### src/rtl/line_read_buffer_pkg.sv
// Shared types and helpers for the single-line read buffer between the
// data freezer and the burst memory port.
package line_read_buffer_pkg;

    typedef enum logic [1:0] {
        IDLE    = 2'd0,
        RD_REQ  = 2'd1,
        RD_FILL = 2'd2,
        WR_REQ  = 2'd3
    } lrb_state_t;

    function automatic int offset_width(input int burst_len);
        return $clog2(burst_len);
    endfunction

endpackage

### src/rtl/line_read_buffer_line_store.sv
// Register file holding the words of the buffered line; one synchronous
// write port, one asynchronous read port, no tag or valid state.
module line_read_buffer_line_store #(
    parameter int DEPTH      = 4,
    parameter int DATA_WIDTH = 16,
    parameter int IDX_WIDTH  = 2
) (
    input  logic                  clock,
    input  logic                  we,
    input  logic [IDX_WIDTH-1:0]  waddr,
    input  logic [DATA_WIDTH-1:0] wdata,
    input  logic [IDX_WIDTH-1:0]  raddr,
    output logic [DATA_WIDTH-1:0] rdata
);

    logic [DATA_WIDTH-1:0] mem_r [DEPTH];

    // Word write
    always_ff @(posedge clock) begin
        if (we) begin
            mem_r[waddr] <= wdata;
        end
    end

    assign rdata = mem_r[raddr];

endmodule

### src/rtl/line_read_buffer.sv
// Single-line read buffer: read misses fetch an aligned burst, later reads in
// the same line hit locally; writes go straight through and patch the line.
module line_read_buffer
    import line_read_buffer_pkg::*;
#(
    parameter int ADDR_WIDTH = 7,
    parameter int DATA_WIDTH = 16,
    parameter int BURST_LEN  = 4
) (
    input  logic                  clock,
    input  logic                  reset,
    input  logic                  flush,
    input  logic                  in_rd,
    input  logic                  in_wr,
    input  logic [ADDR_WIDTH-1:0] in_addr,
    input  logic [DATA_WIDTH-1:0] in_din,
    output logic [DATA_WIDTH-1:0] in_dout,
    output logic                  in_wait_n,
    output logic                  in_valid,
    output logic                  out_rd,
    output logic                  out_wr,
    output logic [ADDR_WIDTH-1:0] out_addr,
    output logic [DATA_WIDTH-1:0] out_din,
    input  logic [DATA_WIDTH-1:0] out_dout,
    input  logic                  out_wait_n,
    input  logic                  out_valid
);

    localparam int OFF_W = offset_width(BURST_LEN);
    localparam int TAG_W = ADDR_WIDTH - OFF_W;

    lrb_state_t            state_r;
    logic                  line_valid_r;
    logic                  flush_pend_r;
    logic [TAG_W-1:0]      tag_r;
    logic [TAG_W-1:0]      req_tag_r;
    logic [OFF_W-1:0]      req_off_r;
    logic [OFF_W-1:0]      cnt_r;

    logic [DATA_WIDTH-1:0] in_dout_r;
    logic                  in_wait_n_r;
    logic                  in_valid_r;
    logic                  out_rd_r;
    logic                  out_wr_r;
    logic [ADDR_WIDTH-1:0] out_addr_r;
    logic [DATA_WIDTH-1:0] out_din_r;

    logic [TAG_W-1:0]      in_tag_s;
    logic [OFF_W-1:0]      in_off_s;
    logic                  accept_s;
    logic                  hit_s;
    logic                  wr_hit_s;
    logic                  last_beat_s;
    logic                  st_we_s;
    logic [OFF_W-1:0]      st_waddr_s;
    logic [DATA_WIDTH-1:0] st_wdata_s;
    logic [OFF_W-1:0]      st_raddr_s;
    logic [DATA_WIDTH-1:0] st_rdata_s;
    logic [DATA_WIDTH-1:0] fill_dout_s;

    assign in_tag_s    = in_addr[ADDR_WIDTH-1:OFF_W];
    assign in_off_s    = in_addr[OFF_W-1:0];
    assign accept_s    = (state_r == IDLE) && in_wait_n_r;
    assign hit_s       = line_valid_r && (in_tag_s == tag_r) && !flush;
    assign wr_hit_s    = line_valid_r && (out_addr_r[ADDR_WIDTH-1:OFF_W] == tag_r);
    assign last_beat_s = out_valid && (cnt_r == OFF_W'(BURST_LEN - 1));
    assign st_raddr_s  = (state_r == RD_FILL) ? req_off_r : in_off_s;
    // The requested word may be the beat being written on the final edge.
    assign fill_dout_s = (req_off_r == cnt_r) ? out_dout : st_rdata_s;

    // Line store write-port steering: burst beats during fill, write-through patch on hit
    always_comb begin
        st_we_s    = 1'b0;
        st_waddr_s = cnt_r;
        st_wdata_s = out_dout;
        case (state_r)
            RD_FILL: begin
                if (out_valid) begin
                    st_we_s = 1'b1;
                end else begin
                    st_we_s = 1'b0;
                end
            end
            WR_REQ: begin
                st_waddr_s = out_addr_r[OFF_W-1:0];
                st_wdata_s = out_din_r;
                if (out_wait_n && wr_hit_s) begin
                    st_we_s = 1'b1;
                end else begin
                    st_we_s = 1'b0;
                end
            end
            default: begin
                st_we_s = 1'b0;
            end
        endcase
    end

    line_read_buffer_line_store #(
        .DEPTH      (BURST_LEN),
        .DATA_WIDTH (DATA_WIDTH),
        .IDX_WIDTH  (OFF_W)
    ) u_line_store (
        .clock (clock),
        .we    (st_we_s),
        .waddr (st_waddr_s),
        .wdata (st_wdata_s),
        .raddr (st_raddr_s),
        .rdata (st_rdata_s)
    );

    // Control FSM with registered upstream and downstream outputs
    always_ff @(posedge clock) begin
        if (reset) begin
            state_r      <= IDLE;
            line_valid_r <= 1'b0;
            flush_pend_r <= 1'b0;
            tag_r        <= '0;
            req_tag_r    <= '0;
            req_off_r    <= '0;
            cnt_r        <= '0;
            in_dout_r    <= '0;
            in_wait_n_r  <= 1'b0;
            in_valid_r   <= 1'b0;
            out_rd_r     <= 1'b0;
            out_wr_r     <= 1'b0;
            out_addr_r   <= '0;
            out_din_r    <= '0;
        end else begin
            in_valid_r <= 1'b0;
            if (flush) begin
                line_valid_r <= 1'b0;
            end
            case (state_r)
                IDLE: begin
                    in_wait_n_r <= 1'b1;
                    if (accept_s && in_wr) begin
                        state_r     <= WR_REQ;
                        out_wr_r    <= 1'b1;
                        out_addr_r  <= in_addr;
                        out_din_r   <= in_din;
                        in_wait_n_r <= 1'b0;
                    end else if (accept_s && in_rd) begin
                        if (hit_s) begin
                            in_valid_r <= 1'b1;
                            in_dout_r  <= st_rdata_s;
                        end else begin
                            // Line contents are about to be overwritten by the burst.
                            state_r      <= RD_REQ;
                            out_rd_r     <= 1'b1;
                            out_addr_r   <= {in_tag_s, {OFF_W{1'b0}}};
                            req_tag_r    <= in_tag_s;
                            req_off_r    <= in_off_s;
                            line_valid_r <= 1'b0;
                            flush_pend_r <= 1'b0;
                            in_wait_n_r  <= 1'b0;
                        end
                    end
                end
                RD_REQ: begin
                    if (flush) begin
                        flush_pend_r <= 1'b1;
                    end
                    if (out_wait_n) begin
                        state_r  <= RD_FILL;
                        out_rd_r <= 1'b0;
                        cnt_r    <= '0;
                    end
                end
                RD_FILL: begin
                    if (flush) begin
                        flush_pend_r <= 1'b1;
                    end
                    if (out_valid) begin
                        cnt_r <= cnt_r + OFF_W'(1);
                        if (last_beat_s) begin
                            state_r      <= IDLE;
                            tag_r        <= req_tag_r;
                            line_valid_r <= !(flush_pend_r || flush);
                            in_wait_n_r  <= 1'b1;
                            in_valid_r   <= 1'b1;
                            in_dout_r    <= fill_dout_s;
                        end
                    end
                end
                WR_REQ: begin
                    if (out_wait_n) begin
                        state_r     <= IDLE;
                        out_wr_r    <= 1'b0;
                        in_wait_n_r <= 1'b1;
                    end
                end
                default: begin
                    state_r     <= IDLE;
                    in_wait_n_r <= 1'b0;
                    out_rd_r    <= 1'b0;
                    out_wr_r    <= 1'b0;
                end
            endcase
        end
    end

    assign in_dout   = in_dout_r;
    assign in_wait_n = in_wait_n_r;
    assign in_valid  = in_valid_r;
    assign out_rd    = out_rd_r;
    assign out_wr    = out_wr_r;
    assign out_addr  = out_addr_r;
    assign out_din   = out_din_r;

endmodule

### config.mk
export PLATFORM = sky130hd
export DESIGN_NAME = line_read_buffer
export DESIGN_NICKNAME = d
export VERILOG_FILES = /design/src/rtl/line_read_buffer_pkg.sv /design/src/rtl/line_read_buffer_line_store.sv /design/src/rtl/line_read_buffer.sv
export SDC_FILE = /design/constraint.sdc
export NUM_CORES = 1
export LEC_CHECK = 0
export BUFFER_PORTS_ARGS = -buffer_cell sky130_fd_sc_hd__buf_2
export CELL_PAD_IN_SITES_DETAIL_PLACEMENT = 2
export CELL_PAD_IN_SITES_GLOBAL_PLACEMENT = 2
export CORE_ASPECT_RATIO = 1.1
export CORE_MARGIN = 3
export CORE_UTILIZATION = 38
export CTS_CLUSTER_DIAMETER = 100
export DETAILED_ROUTE_END_ITERATION = 8
export PLACE_DENSITY_LB_ADDON = 0.1
export REMOVE_ABC_BUFFERS = 1
export SYNTH_ARGS = -nofsm -noshare
export SYNTH_HDL_FRONTEND = slang
export SYNTH_SLANG_ARGS = --single-unit
export TNS_END_PERCENT = 100
### constraint.sdc
create_clock -name clock -period 6.4 [get_ports clock]
set_clock_uncertainty 0.1 [all_clocks]
set_input_delay 0 -clock clock [delete_from_list [all_inputs] [get_ports clock]]
set_output_delay 0 -clock clock [all_outputs]
set_load 0.1 [all_outputs]
Word-level counts from Yosys, hierarchy flattened
Memories as Yosys holds them, arrays and structs flattened.
Index checks and enable logic that the tools add are counted.
W data, S select, Z words.
{ "classes": {"add_sub_neg": 1, "multipliers": 0, "div": 0, "magnitude_cmp": 0, "n_eq_ne": 20, "shifts": 0, "n_mux": 59, "bitwise": 2, "reduce_logical": 31} }
{ "op_table": {"columns": ["cell", "count"], "rows": [
  ["$mux W16", 7],
  ["$pmux W16 S2", 1],
  ["$mux W1", 29],
  ["$mux W7", 3],
  ["$mux W2", 10],
  ["$ne A2 B2 Y1 const B", 7],
  ["$pmux W1 S2", 6],
  ["$reduce_and A3 Y1", 4],
  ["$reduce_and A6 Y1", 2],
  ["$reduce_bool A2 Y1", 6],
  ["$eq A5 B5 Y1", 2],
  ["$reduce_and A5 Y1", 2],
  ["$logic_and A1 B1 Y1", 8],
  ["$ne A2 B1 Y1 const B", 4],
  ["$pmux W2 S4", 1],
  ["$reduce_and A4 Y1", 2],
  ["$eq A2 B2 Y1 const B", 3],
  ["$pmux W2 S2", 1],
  ["$ne A3 B1 Y1 const B", 1],
  ["$ne A3 B2 Y1 const B", 1],
  ["$pmux W1 S3", 1],
  ["$reduce_bool A3 Y1", 1],
  ["$add A2 B1 Y2 const B", 1],
  ["$eq A2 B1 Y1 const B", 1],
  ["7 further kinds", 9]
]} }
{ "totals": {"ff_bits": 61, "latch_bits": 0, "ramBits": 64, "mem_bits_ro": 0, "output_inout_bits": 43, "elab_cells": 128, "mem_count": 1} }
{ "memory_table": {"columns": ["name", "depth", "width", "rd", "rd_clocked_by_memory_dff", "write_ports", "line", "text"], "rows": [
  ["u_line_store.mem_r", 4, 16, 1, 0, 1, "line_read_buffer_line_store.sv:16", "logic [DATA_WIDTH-1:0] mem_r [DEPTH];"]
]} }

Depth between registers and ports, before layout
{ "logic_depth": {"depth_word": 7, "depth_mapped": 9, "ltp_nobuf": 7} }

Cells and area by module
A second synthesis with hierarchy kept.
{ "unflattened": {"cells_unflattened": 445, "area_unflattened_um2": 5455.2} }
{ "by_module_without_submodules": {"columns": ["module", "n_inst", "cells_per_inst", "area_per_inst_um2", "seq_area_each_um2"], "rows": [
  ["line_read_buffer", 1, 357, 3078.0, 1221.2],
  ["line_read_buffer_line_store", 1, 88, 2377.3, 1921.8]
]} }

Worst setup path before layout
Ideal clock, no wire load.
{ "synth_path": {"kind": "reg2reg", "startpoint": "register out_addr_r[6] (netlist: out_addr[6])", "endpoint": "memory u_line_store.mem_r[3][0], enable pin", "setup_ns": 0.394, "arrival_time_ns": 2.376, "path_slack_ns": 3.530, "stages_incl_launch_ff": 6, "path_buffers": 0, "cell_sequence": "dfxtp_1 -> xnor2_1 -> nand4_1 -> nor3_1 -> a21oi_1 -> a21oi_1"} }
{ "synth_between": {"elab_chain_len": 7} }
{ "synth_lines": {"columns": ["element", "line", "text"], "rows": [
  ["start: declaration", "line_read_buffer.sv:45", "logic [ADDR_WIDTH-1:0] out_addr_r;"],
  ["start signal: assignment", "line_read_buffer.sv:140", "out_addr_r <= in_addr;"],
  ["start signal: assignment", "line_read_buffer.sv:151", "out_addr_r <= {in_tag_s, {OFF_W{1'b0}}};"],
  ["$eq A5 B5 Y1", "line_read_buffer.sv:65", "assign wr_hit_s = line_valid_r && (out_addr_r[ADDR_WIDTH-1:OFF_W] == tag_r);"],
  ["$logic_and A1 B1 Y1", "line_read_buffer.sv:65", null],
  ["$logic_and A1 B1 Y1", "line_read_buffer.sv:87", "if (out_wait_n && wr_hit_s) begin"],
  ["$mux W1", "line_read_buffer.sv:87", null],
  ["$pmux W1 S2", "line_read_buffer.sv:76", "case (state_r)"],
  ["$mux W1", "line_read_buffer_line_store.sv:20", "if (we) begin"],
  ["$mux W1 (not written as such)", "line_read_buffer_line_store.sv:21", "mem_r[waddr] <= wdata;"],
  ["end: declaration", "line_read_buffer_line_store.sv:16", null]
]} }
No other way between the ends.

Final worst setup path
{ "layout_path": {"startpoint": "register state_r[1]", "endpoint": "register in_dout_r[4] (netlist: in_dout[4])"} }
{ "layout_between": {"elab_chain_len": 7, "elab_cells_between_ends": 21, "cone_classes": "6 x eq/ne; 8 x mux; 6 x reduce/logical; 1 x memory"} }
{ "layout_lines": {"columns": ["element", "line", "text"], "rows": [
  ["start: declaration", "line_read_buffer.sv:32", "lrb_state_t state_r;"],
  ["start signal: assignment", "line_read_buffer.sv:115", "state_r <= IDLE;"],
  ["start signal: assignment", "line_read_buffer.sv:138", "state_r <= WR_REQ;"],
  ["start signal: assignment", "line_read_buffer.sv:149", "state_r <= RD_REQ;"],
  ["$eq A2 B2 Y1", "line_read_buffer.sv:67, line_read_buffer.sv:134", null],
  ["$mux W2", "line_read_buffer.sv:67", "assign st_raddr_s = (state_r == RD_FILL) ? req_off_r : in_off_s;"],
  ["$mem_v2 Z4 W16", null, null],
  ["$mux W16 (on tied branches)", "line_read_buffer.sv:69, line_read_buffer.sv:144", null],
  ["$mux W16 (on tied branches)", "line_read_buffer.sv:176, line_read_buffer.sv:143", null],
  ["$mux W16 (on tied branches)", "line_read_buffer.sv:174, line_read_buffer.sv:137", null],
  ["$pmux W16 S2", "line_read_buffer.sv:134", "case (state_r)"],
  ["end signal: assignment", "line_read_buffer.sv:146", "in_dout_r <= st_rdata_s;"],
  ["end signal: assignment", "line_read_buffer.sv:182", "in_dout_r <= fill_dout_s;"],
  ["end: declaration", "line_read_buffer.sv:40", "logic [DATA_WIDTH-1:0] in_dout_r;"]
]} }
Parallel ways exist; a longest one is shown, timed or not. The select of a mux whose other input is x is not followed.
A chain may end at the register's enable or synchronous reset.

==> impl_metrics.json <==
{
  "comb_power_share": 0.408,
  "io_pins": 89,
  "synth_cell_types": 42,
  "ys_top_cells_by_area": "edfxtp_1, dfxtp_1, o21ai_0, mux2i_1, a21oi_1",
  "port_buffers": 88,
  "dieArea_mm2": 0.0174,
  "synth_edf_count": 64,
  "critPathLaunch": "state_r[1]$_SDFFE_PP0P_",
  "cts_resized": 0,
  "die_y_um": 138,
  "dp_slack_ns": 2.80,
  "hold_path.class": "in2reg",
  "path_class": "reg2reg",
  "cts.sink_count": 125,
  "syn_avg_cell_area_um2": 9.68,
  "yosys_warnings": 0,
  "utilization": 0.492,
  "drc": 0,
  "htree_num_levels": 4,
  "cts.clk_slew.worst_paths_ns": 0.06,
  "area_growth_pct": 25.2,
  "p_per_area_mw_per_mm2": 443,
  "diodes": 0,
  "root_buffer": "clkbuf_16",
  "drt_first_pass_iters": 4,
  "ant_nets": 0,
  "fin_crit_sh": 0.553,
  "finalWirelength_mm": 19.9,
  "yosys.area.top_type": "edfxtp_1",
  "worst_slack_ns": 2.86,
  "syn_inst": 621,
  "cts_tree": "done",
  "row_count": 47,
  "status": "finished, final reports clean",
  "place.gp.congestion": 0.736,
  "antenna_found_initial": 0,
  "wl_per_cell_um": 21.2,
  "critPathMaxFanout": 23,
  "setup_viol_count_final": 0,
  "post-dp-hpwl_mm": 11.6,
  "grt_pass1_wl_mm": 32.1,
  "max_stage_delay_ns": 0.95,
  "viasPerCell": 5.56,
  "clkPwrFrac": 0.284,
  "timing.final.crit_period_ns": 3.54,
  "worstPathRequired_ns": 6.64,
  "synth_ff_type": "edfxtp_1",
  "tns_ns": 0,
  "first_iter_violations": 360,
  "die_w_um": 126,
  "numCtsBuffers": 17,
  "seqPwrFrac": 0.307,
  "nets": 783,
  "final_common_cell": "buf_2",
  "core_area_mm2": 0.0153,
  "slew_violations": 0,
  "rr_startpoint": "state_r[1]$_SDFFE_PP0P_",
  "p_sw_mw": 1.43,
  "fin_cells": 939,
  "synth_top_area_frac": 0.320,
  "synthArstFlopShare": 0,
  "start_util": 0.393,
  "clock.fmax_ghz": 0.282,
  "ys_seq_elements": 125,
  "grt.total_usage": 0.236,
  "cts_max_path_buffers": 2,
  "syn-cell-area_mm2": 0.00601,
  "drive_gt1_frac": 0.172,
  "crit_path_top_delay_cell": "nand3_1",
  "cp_cell_sequence": "inv_1 -> ha_1 -> nand3_1 -> o211ai_1 -> a21o_1 -> mux2i_1",
  "slew_headroom": 0.154,
  "rsz0062_at_grt": "no",
  "worst_ir_drop_vdd_v": 0.000206,
  "p_int_mw": 1.90,
  "clk_latency_ns": 0.42,
  "gr-total-overflow": 0,
  "power.leakage_nw": 2.94,
  "tightestPinTransition_ns": 1.26,
  "placed_cell_area_mm2": 0.00651,
  "placed_cells": 863,
  "vias": 5224,
  "worstHoldStart": "reset",
  "synth_seq_area_share": 0.523,
  "grt_pass1_vias": 5864,
  "critical_path_arrival_ns": 3.78,
  "start_kind": "register",
  "hold_violations": 0,
  "p_sw_frac": 0.430,
  "grt_max_degree": 79,
  "most-common-layout-cells": "buf_2, o21ai_0, edfxtp_1",
  "post-route-cell-area_mm2": 0.00752,
  "crit_path_end_kind": "register",
  "cap_violations": 0
}
cells by family after synthesis:
group / after synthesis / share of synthesized area
AO/OA/AOI/OAI: 191 / 0.191
AND/OR/NAND/NOR: 181 / 0.143
flip-flops: 125 / 0.523
buffers and inverters: 74 / 0.0587
multiplexers: 31 / 0.0516
XOR/XNOR: 12 / 0.0175
adder cells (fa/ha/maj): 7 / 0.0146
power by group through the flow:
stage | clock (mW) | sequential [mW] | combinational [mW]
floorplan | 0 | 1.50 | 0.524
global placement | 0 | 1.03 | 1.29
detailed placement | 0 | 1.04 | 1.33
CTS | 0.961 | 1.02 | 1.37
global route | 1.00 | 1.04 | 1.46
finish | 0.946 | 1.02 | 1.36
worst max-delay path, delay by kind of cell (launching register included):
kind	cells	cell delay, ns
AOI/OAI and AO/OA	2	1.27
adders and majority gates	1	0.36
buffers and inverters	1	0.14
DFF	1	0.34
muxes	1	0.29
and+or+nand+nor	1	0.95
routing by layer:
| metal | share of wire | track usage | up-vias |
|---|---|---|---|
| met4 | 0.017 | 0.0846 | 0 |
| met5 | 0 | 0 | - |
| met2 | 0.53 | 0.434 | 83 |
| li1 | - | - | 2431 |
| met1 | 0.42 | 0.279 | 2686 |
| met3 | 0.027 | 0.0397 | 24 |
cell usage after synthesis, types with 2 or more instances:
cell and number:
a221o_1 15, nor2_1 58, o21ai_1 6, nand3b_1 6, nand4_1 2, or2_1 16
inv_1 22, nand2_1 52, xnor2_1 9, a21oi_1 48, and3_1 3, o21bai_1 2
a31oi_1 5, clkbuf_1 24, o21a_1 2, dfxtp_1 61, edfxtp_1 64, a211oi_1 2
nor3_1 4, nor2b_1 4, ha_1 7, nor3b_1 6, o31a_1 2, buf_6 5
o21ai_0 68, xor2_1 3, nand2b_1 19, mux2i_1 31, o211ai_1 17, nand3_1 9
a21bo_1 2, o22ai_1 16, buf_2 21, a21o_1 2
worst paths after layout:
path                                                  end  slack, ns  cells past startpoint
worst max-delay path              in_dout[4]$_SDFFE_PP0P_       2.86                      6
worst min-delay path            req_tag_r[1]$_SDFFE_PP0P_       0.15                      3
worst max register to register    in_dout[4]$_SDFFE_PP0P_       2.86                      6
worst min register to register    in_dout[6]$_SDFFE_PP0P_       0.37                      2
registers in the layout, summed over array words and instances, names as in the netlist, 2 cells and up:
name	flops
cnt_r	2
in_dout	16
out_addr	7
out_din	16
req_off_r	2
req_tag_r	5
state_r	2
tag_r	5
u_line_store.mem_r	64
through the flow:
| stage | power (mW) | hold slack (ns) |
|---|---|---|
| 5_1_grt | 3.50 | 0.206 |
| 6_report | 3.33 | 0.151 |
| 3_3_place_gp | 2.33 | 0.132 |
| 4_1_cts | 3.35 | 0.155 |
| 3_5_place_dp | 2.37 | 0.134 |
| 2_1_floorplan | 2.02 | -0.0309 |
what timing repair did:
item,4_1_cts,5_1_grt
hold buffers,44,0
setup buffers,0,0
endpoints found under the hold margin,62,0
cell type report:
type / count / area [um^2]
Timing Repair Buffer: 142 / 956
Sequential cell: 125 / 3140
Clock inverter: 9 / 92.6
Clock buffer: 23 / 479
Inverter: 22 / 82.6
Fill cell: 1654 / 7770
Tap cell: 196 / 245
Multi-Input combinational cell: 422 / 2520
Note: power is estimated with default switching activity, not from simulation.
